`src/rtl/gc_pkg.sv`:
```
`default_nettype none
// ----------------------------------------------------------------------------
// gc_pkg: shared defaults, width helpers and derived widths for the input hub
// Rev 1.0
// ----------------------------------------------------------------------------
package gc_pkg;

  localparam int DEF_N_ACT     = 4;
  localparam int DEF_DEB_CNT   = 50000;
  localparam int DEF_BD_W      = 12;
  localparam int DEF_NUM_VIEWS = 2;
  localparam int DEF_Q_DEPTH   = 4;

  function automatic int clog2(input int v);
    int r;
    r = 0;
    for (int i = 0; i < 31; i++) begin
      if ((1 << i) < v) r = i + 1;
    end
    return r;
  endfunction

  function automatic int clog2_min1(input int v);
    return (clog2(v) < 1) ? 1 : clog2(v);
  endfunction

  localparam int CODE_W = clog2_min1(DEF_N_ACT);
  localparam int VIEW_W = clog2_min1(DEF_NUM_VIEWS);
  localparam int CNT_W  = clog2_min1(DEF_DEB_CNT);

endpackage
`default_nettype wire

```
`src/rtl/gc_btn_cond.sv`:
```
`default_nettype none
// ----------------------------------------------------------------------------
// gc_btn_cond: 2-FF synchroniser, debounce counter and press pulse
// Rev 1.0
// ----------------------------------------------------------------------------
module gc_btn_cond
  import gc_pkg::*;
#(
  parameter int DEB_CNT = DEF_DEB_CNT
) (
  input  logic clk,
  input  logic rst_sw,
  input  logic btn_i,
  output logic pulse_o
);

  localparam int            CW      = clog2_min1(DEB_CNT);
  localparam logic [CW-1:0] CNT_MAX = CW'(DEB_CNT - 1);

  logic          sync1_q, sync2_q;
  logic          stable_q, stable_d;
  logic          stable_dly_q;
  logic          pulse_q;
  logic [CW-1:0] cnt_q, cnt_d;

  always_comb begin
    stable_d = stable_q;
    cnt_d    = '0;
    if (sync2_q != stable_q) begin
      if (cnt_q == CNT_MAX) begin
        stable_d = sync2_q;
      end else begin
        cnt_d = cnt_q + CW'(1);
      end
    end
  end

  // The pulse is taken one cycle after the stable level flips, so it is a clean register output.
  always_ff @(posedge clk or posedge rst_sw) begin
    if (rst_sw) begin
      sync1_q      <= 1'b0;
      sync2_q      <= 1'b0;
      stable_q     <= 1'b0;
      stable_dly_q <= 1'b0;
      pulse_q      <= 1'b0;
      cnt_q        <= '0;
    end else begin
      sync1_q      <= btn_i;
      sync2_q      <= sync1_q;
      stable_q     <= stable_d;
      stable_dly_q <= stable_q;
      pulse_q      <= stable_q & ~stable_dly_q;
      cnt_q        <= cnt_d;
    end
  end

  assign pulse_o = pulse_q;

endmodule
`default_nettype wire

```
`src/rtl/gc_input_hub.sv`:
```
`default_nettype none
// ----------------------------------------------------------------------------
// gc_input_hub: button conditioning, action FIFO and board view selection
// Rev 1.0
// ----------------------------------------------------------------------------
module gc_input_hub
  import gc_pkg::*;
#(
  parameter int N_ACT     = DEF_N_ACT,
  parameter int DEB_CNT   = DEF_DEB_CNT,
  parameter int BD_W      = DEF_BD_W,
  parameter int NUM_VIEWS = DEF_NUM_VIEWS,
  parameter int Q_DEPTH   = DEF_Q_DEPTH
) (
  input  logic                                 clk,
  input  logic                                 rst_sw,
  input  logic [N_ACT-1:0]                     act_bt,
  input  logic                                 reset_bt,
  input  logic                                 view_bt,
  input  logic [NUM_VIEWS*BD_W-1:0]            bd_in,
  output logic                                 act_valid,
  output logic [clog2_min1(N_ACT)-1:0]         act_code,
  input  logic                                 act_ready,
  output logic                                 game_reset,
  output logic [BD_W-1:0]                      out,
  output logic [clog2_min1(NUM_VIEWS)-1:0]     view_sel,
  output logic [clog2(Q_DEPTH):0]              q_count,
  output logic                                 drop_led
);

  localparam int CODE_BITS = clog2_min1(N_ACT);
  localparam int VIEW_BITS = clog2_min1(NUM_VIEWS);
  localparam int PTR_W     = clog2_min1(Q_DEPTH);
  localparam int QCNT_W    = clog2(Q_DEPTH) + 1;

  localparam logic [VIEW_BITS-1:0] VIEW_LAST = VIEW_BITS'(NUM_VIEWS - 1);
  localparam logic [QCNT_W-1:0]    Q_FULL    = QCNT_W'(Q_DEPTH);

  logic [N_ACT-1:0] act_pulse;
  logic             rst_pulse;
  logic             view_pulse;

  generate
    for (genvar i = 0; i < N_ACT; i++) begin : g_act_cond
      gc_btn_cond #(.DEB_CNT(DEB_CNT)) u_act (
        .clk     (clk),
        .rst_sw  (rst_sw),
        .btn_i   (act_bt[i]),
        .pulse_o (act_pulse[i])
      );
    end
  endgenerate

  gc_btn_cond #(.DEB_CNT(DEB_CNT)) u_reset (
    .clk     (clk),
    .rst_sw  (rst_sw),
    .btn_i   (reset_bt),
    .pulse_o (rst_pulse)
  );

  gc_btn_cond #(.DEB_CNT(DEB_CNT)) u_view (
    .clk     (clk),
    .rst_sw  (rst_sw),
    .btn_i   (view_bt),
    .pulse_o (view_pulse)
  );

  logic                 sel_valid;
  logic [CODE_BITS-1:0] sel_code;
  logic                 sel_extra;

  // Lowest index wins; any further simultaneous press counts as a lost action.
  always_comb begin
    sel_valid = 1'b0;
    sel_code  = '0;
    sel_extra = 1'b0;
    for (int i = 0; i < N_ACT; i++) begin
      if (act_pulse[i]) begin
        if (!sel_valid) begin
          sel_valid = 1'b1;
          sel_code  = CODE_BITS'(i);
        end else begin
          sel_extra = 1'b1;
        end
      end
    end
  end

  logic [CODE_BITS-1:0] mem_q [Q_DEPTH];
  logic [PTR_W-1:0]     wr_q, wr_d;
  logic [PTR_W-1:0]     rd_q, rd_d;
  logic [QCNT_W-1:0]    count_q, count_d;
  logic                 drop_q, drop_d;
  logic                 pop, push, full, mem_we;

  assign full   = (count_q == Q_FULL);
  assign pop    = (count_q != '0) && act_ready;
  assign push   = sel_valid && (!full || pop);
  assign mem_we = push && !rst_pulse;

  always_comb begin
    wr_d    = wr_q;
    rd_d    = rd_q;
    count_d = count_q;
    drop_d  = drop_q;
    if (rst_pulse) begin
      wr_d    = '0;
      rd_d    = '0;
      count_d = '0;
      drop_d  = 1'b0;
    end else begin
      if (push) wr_d = wr_q + PTR_W'(1);
      if (pop)  rd_d = rd_q + PTR_W'(1);
      count_d = count_q + QCNT_W'(push) - QCNT_W'(pop);
      if (sel_extra || (sel_valid && !push)) drop_d = 1'b1;
    end
  end

  always_ff @(posedge clk or posedge rst_sw) begin
    if (rst_sw) begin
      for (int i = 0; i < Q_DEPTH; i++) mem_q[i] <= '0;
    end else if (mem_we) begin
      mem_q[wr_q] <= sel_code;
    end
  end

  logic [VIEW_BITS-1:0] view_sel_q, view_sel_d;
  logic [BD_W-1:0]      out_q, out_d;
  logic                 game_reset_q;

  always_comb begin
    view_sel_d = view_sel_q;
    if (view_pulse) begin
      view_sel_d = (view_sel_q == VIEW_LAST) ? '0 : view_sel_q + VIEW_BITS'(1);
    end
    out_d = '0;
    for (int v = 0; v < NUM_VIEWS; v++) begin
      if (view_sel_q == VIEW_BITS'(v)) out_d = bd_in[v*BD_W +: BD_W];
    end
  end

  always_ff @(posedge clk or posedge rst_sw) begin
    if (rst_sw) begin
      wr_q         <= '0;
      rd_q         <= '0;
      count_q      <= '0;
      drop_q       <= 1'b0;
      view_sel_q   <= '0;
      out_q        <= '0;
      game_reset_q <= 1'b0;
    end else begin
      wr_q         <= wr_d;
      rd_q         <= rd_d;
      count_q      <= count_d;
      drop_q       <= drop_d;
      view_sel_q   <= view_sel_d;
      out_q        <= out_d;
      game_reset_q <= 1'b0;
    end
  end

  // The conditioned reset pulse is already a register output and lines up with the flush.
  assign game_reset = rst_pulse;
  assign act_valid  = (count_q != '0);
  assign act_code   = mem_q[rd_q];
  assign q_count    = count_q;
  assign drop_led   = drop_q;
  assign view_sel   = view_sel_q;
  assign out        = out_q;

  logic unused_ok;
  assign unused_ok = game_reset_q;

endmodule
`default_nettype wire

```
`config.mk`:
```
export PLATFORM = sky130hd
export DESIGN_NAME = gc_input_hub
export DESIGN_NICKNAME = d
export VERILOG_FILES = /design/src/rtl/gc_pkg.sv /design/src/rtl/gc_btn_cond.sv /design/src/rtl/gc_input_hub.sv
export SDC_FILE = /design/constraint.sdc
export NUM_CORES = 1
export LEC_CHECK = 0
export CORE_UTILIZATION = 45
export CTS_BUF_LIST = sky130_fd_sc_hd__clkbuf_8
export CTS_CLUSTER_SIZE = 24
export DETAILED_ROUTE_END_ITERATION = 10
export GPL_ROUTABILITY_DRIVEN = 0
export PLACE_DENSITY = 0.61
export SETUP_SLACK_MARGIN = 0.5
export SLEW_MARGIN = 40
export SYNTH_ARGS = -nofsm -noshare
export SYNTH_HDL_FRONTEND = slang
export SYNTH_SLANG_ARGS = --single-unit
```
`constraint.sdc`:
```
create_clock -name clk -period 6.5 [get_ports clk]
set_clock_uncertainty 0.2 [all_clocks]
set_input_delay 1.625 -clock clk [delete_from_list [all_inputs] [get_ports clk]]
set_output_delay 1.625 -clock clk [all_outputs]
set_load 0.01 [all_outputs]
```
==> metrics.md <==
| Metric | Value |
|---|---|
| Slew Limit Fails | `0` |
| Worst-path fanout max | `5` |
| Warnings, synthesis | `0` |
| Number of enable flip-flop cells after synthesis | `0` |
| Global-route wire length before repair | `21.4 mm` |
| Count of maximum capacitance violations | `0` |
| Type of element launching the critical path | `input pin` |
| TritonCTS clock tree | `yes` |
| Mean routed wirelength per cell | `around 13 um` |
| Yosys cell types | `35` |
| Type of the worst setup path | `input pin to register` |
| Crit-path most repeated cell | `sky130_fd_sc_hd__inv_1` |
| Iter 0 DRT Violations | `308` |
| Run status | `completed` |
| Post-route insts no fill | `896` |
| Clock transition at the register clock pins on the worst setup and hold paths after CTS | `~0.080 ns` |
| Via count of the first global-routing pass | `about 4600` |
| Antenna viol nets, final | `0` |
| Leakage power of the design | `~3.4 nW` |
| Worst r2r src | `q_count[1]$_DFF_PP0_` |
| Total of endpoints with negative setup slack in the final report | `0` |
| Aggregate global routing overflow | `0` |
| DR DRC count | `0` |
| Area added between synthesis and finish | `17.0%` |
| Placeable core region | `around 0.015 mm2` |
| Clock buffer depth | `2` |
| Pin count of the biggest net entering global routing | `between 150 and 200` |
| Nature of the critical path endpoint | `register` |
| Share of synthesized area occupied by flip-flops and latches | `55.7%` |
| Summed negative setup slack over all endpoints | `0 ns` |
| Number of endpoints with negative hold slack in the final report | `0` |
| GRT Total Usage | `approximately 17%` |
| Peak per-stage delay on the critical path | `roughly 0.44 ns` |
| Ratio of cells with drive above 1 in the final layout | `under 10%` |
| Critical path cell sequence | `clkdlybuf4s50_1 -> nor4b_2 -> nor2_1 -> inv_1 -> ha_1 -> inv_1 -> ha_1 -> inv_1 -> fa_1 -> xor2_1 -> xnor2_1 -> nor2_1` |
| Initial cell density of the core | `45.9%` |
| Clock sink total | `around 160` |
| Number of cells traversed by the worst register-to-register path | `11` |
| Detail Placement HPWL | `between 8 and 9 mm` |
| Slowest library cell on the worst path | `sky130_fd_sc_hd__clkdlybuf4s50_1` |
| Via-per-instance ratio | `5.14` |
| Initial antenna violation count | `0` |
| Number of port buffers | `between 50 and 60` |
| CTS root buf | `sky130_fd_sc_hd__clkbuf_8` |
| Count of standard-cell rows | `between 40 and 50` |
| Synth Net Count | `a little under 700` |
| Die Span X | `between 100 and 150 um` |
| Number of levels the H-tree was split into | `4` |
| Setup repair after global routing missed its margin | `no` |
| Netlist Area Pre-Place | `~0.0070 mm2` |
| Die footprint | `roughly 0.016 mm2` |
| Cell count after placement | `around 860` |
| Tightest Pin Transition | `about 0.8 ns` |
| Seq cells post-synth | `155` |
| Final period demand of the worst path | `roughly 3.8 ns` |
| Clock latency on the worst-skew pair | `~0.46 ns` |
| Number of nets at the end of the flow | `approximately 740` |
| Data arrival time of the critical path | `around 4 ns` |
| Post-route clock period utilization | `58.3%` |
| I/O Pins | `54` |
| Antenna diode instance count | `0` |
| Via count | `roughly 4600` |
| TritonCTS Buffers | `17` |
| Worst hold path type | `register to register` |
| Synth Instances | `roughly 630` |
| P per Cell Area | `about 240 mW/mm2` |
| Critical path data required time | `around 6.6 ns` |
| Worst hold slack | `between 0.15 and 0.2 ns` |
| Critical register-to-register path endpoint | `q_count[2]$_DFF_PP0_` |
| Hold Buf Count CTS | `0` |
| Avg Cell Area, Syn | `about 11 um2` |
| Drt total wl | `12.0 mm` |
| Remaining max-slew budget at the tightest pin | `45.5%` |
| Launching element of the worst setup path | `act_ready` |
| Number of iterations in the first detailed-routing pass | `4` |
| Synth async-reset ratio | `100%` |
| Die Ht | `about 130 um` |
| Critical path capture point | `q_count[2]$_DFF_PP0_` |
| Main synth FF type | `sky130_fd_sc_hd__dfrtp_1` |
| Worst IR drop on VDD | `~0.00014 V` |
| Power Total | `about 0.0020 W` |
| Register-to-Register Setup Slack | `about 3.8 ns` |
| Number of cells upsized or downsized after cts | `0` |
| Number of post-CTS setup repair buffers | `0` |
| Maximum clock frequency | `264 MHz` |
## Yosys cell counts (all sizes together), types with 7 or more instances
library cell  instances  area (um2)
nand4                24         150
xnor2                72         631
nand3                32         165
xor2                 24         210
nor2b                 7        43.8
nor3                 24         120
and2                  8        50.1
buf                   7        51.3
inv                  27         101
nor2                117         439
nor4                 30         188
ha                   12         150
dfrtp               155        3880
nand2                25        93.8
mux2                 26         293
## where the power goes
group          switching, W  total, W  internal (W)
sequential        0.0000393   0.00104      0.000998
clock              0.000344  0.000739      0.000395
combinational     0.0000787  0.000174     0.0000954
## worst max-delay path, delay by kind of cell
family	cells	cell delay, ns
xor+xnor	2	0.29
fa+ha+maj	3	0.72
buf+inv	4	0.64
simple gates	3	0.65
## registers in the layout, summed over array words and instances, names as in the netlist, 2 cells and up
register                       count
mem_q                              8
g_act_cond.u_act.sync2_q           4
q_count                            3
u_view.cnt_q                      16
out                               12
wr_q                               2
u_reset.cnt_q                     16
g_act_cond.u_act.cnt_q            64
rd_q                               2
g_act_cond.u_act.sync1_q           4
g_act_cond.u_act.pulse_o           4
g_act_cond.u_act.stable_q          4
g_act_cond.u_act.stable_dly_q      4
## per-stage QoR
step | worst slack [ns] | cell area [um2] | utilization, %
after floorplan | 2.72 | 6960 | -
after global placement | 2.30 | 7690 | 50.8
after detailed placement | 2.23 | 7690 | 50.8
after CTS | 2.68 | 8110 | 53.5
after global routing | 2.56 | 8150 | 53.8
final | 2.71 | 8150 | 53.8
## routing by layer
layer	global-route usage, %	share of wire [%]	wire length [um]
met1	21.6	47	5620
met2	27.1	48	5830
met3	5.15	3.4	414
met4	6.80	1.3	162
met5	0	0	0
## cell type report
type | count | area [um2]
clock buffer | 19 | 262
clock inverter | 13 | 150
fill | 1330 | 7000
inverter | 27 | 105
multi-input combinational | 437 | 2920
sequential | 155 | 3880
tap | 188 | 235
timing repair buffer | 57 | 591
## worst min-delay path by stage
stage	slack, ns	from	end	cells after the start
floorplan	0.13	g_act_cond[0].u_act.sync1_q$_DFF_PP0_	g_act_cond[0].u_act.sync2_q$_DFF_PP0_	0
global placement	0.13	u_reset.sync1_q$_DFF_PP0_	u_reset.sync2_q$_DFF_PP0_	0
detailed placement	0.14	u_view.sync1_q$_DFF_PP0_	u_view.sync2_q$_DFF_PP0_	0
CTS	0.15	u_view.sync1_q$_DFF_PP0_	u_view.sync2_q$_DFF_PP0_	0
global route	0.16	u_view.sync1_q$_DFF_PP0_	u_view.sync2_q$_DFF_PP0_	0
finish	0.15	g_act_cond[2].u_act.sync1_q$_DFF_PP0_	g_act_cond[2].u_act.sync2_q$_DFF_PP0_	0
## cell families (layout without fill, tap and decap cells)
logic type | after synthesis | in the layout | synth area share [%]
compound gates | 9 | 9 | 1.71
xor+xnor | 96 | 96 | 12.1
fa+ha+maj | 14 | 14 | 2.59
buf+inv | 35 | 116 | 2.25
flops | 155 | 155 | 55.7
mux | 28 | 28 | 4.85
simple gates | 290 | 290 | 20.8
## layout by cell type, fill, tap and decap left out, types with 2 or more instances in the layout
master,instances
sky130_fd_sc_hd__xnor2_1,72
sky130_fd_sc_hd__nand3_1,31
sky130_fd_sc_hd__nor4b_2,2
sky130_fd_sc_hd__o21ai_0,2
sky130_fd_sc_hd__inv_1,27
sky130_fd_sc_hd__nand4_1,24
sky130_fd_sc_hd__mux4_2,2
sky130_fd_sc_hd__clkinv_2,5
sky130_fd_sc_hd__nor4b_1,3
sky130_fd_sc_hd__nor3_1,24
sky130_fd_sc_hd__nor2_1,117
sky130_fd_sc_hd__bufinv_16,3
sky130_fd_sc_hd__mux2_2,26
sky130_fd_sc_hd__nand2_1,25
sky130_fd_sc_hd__and3_1,6
sky130_fd_sc_hd__clkdlybuf4s50_1,53
sky130_fd_sc_hd__xor2_1,24
sky130_fd_sc_hd__clkinvlp_4,4
sky130_fd_sc_hd__ha_1,12
sky130_fd_sc_hd__a21oi_1,2
sky130_fd_sc_hd__nor2b_1,7
sky130_fd_sc_hd__and2_1,8
sky130_fd_sc_hd__nor4_1,30
sky130_fd_sc_hd__clkbuf_8,19
sky130_fd_sc_hd__or3_1,3
sky130_fd_sc_hd__dfrtp_1,155
sky130_fd_sc_hd__nor4bb_1,6
sky130_fd_sc_hd__o41ai_4,3
Note: power is estimated with default switching activity, not from simulation.
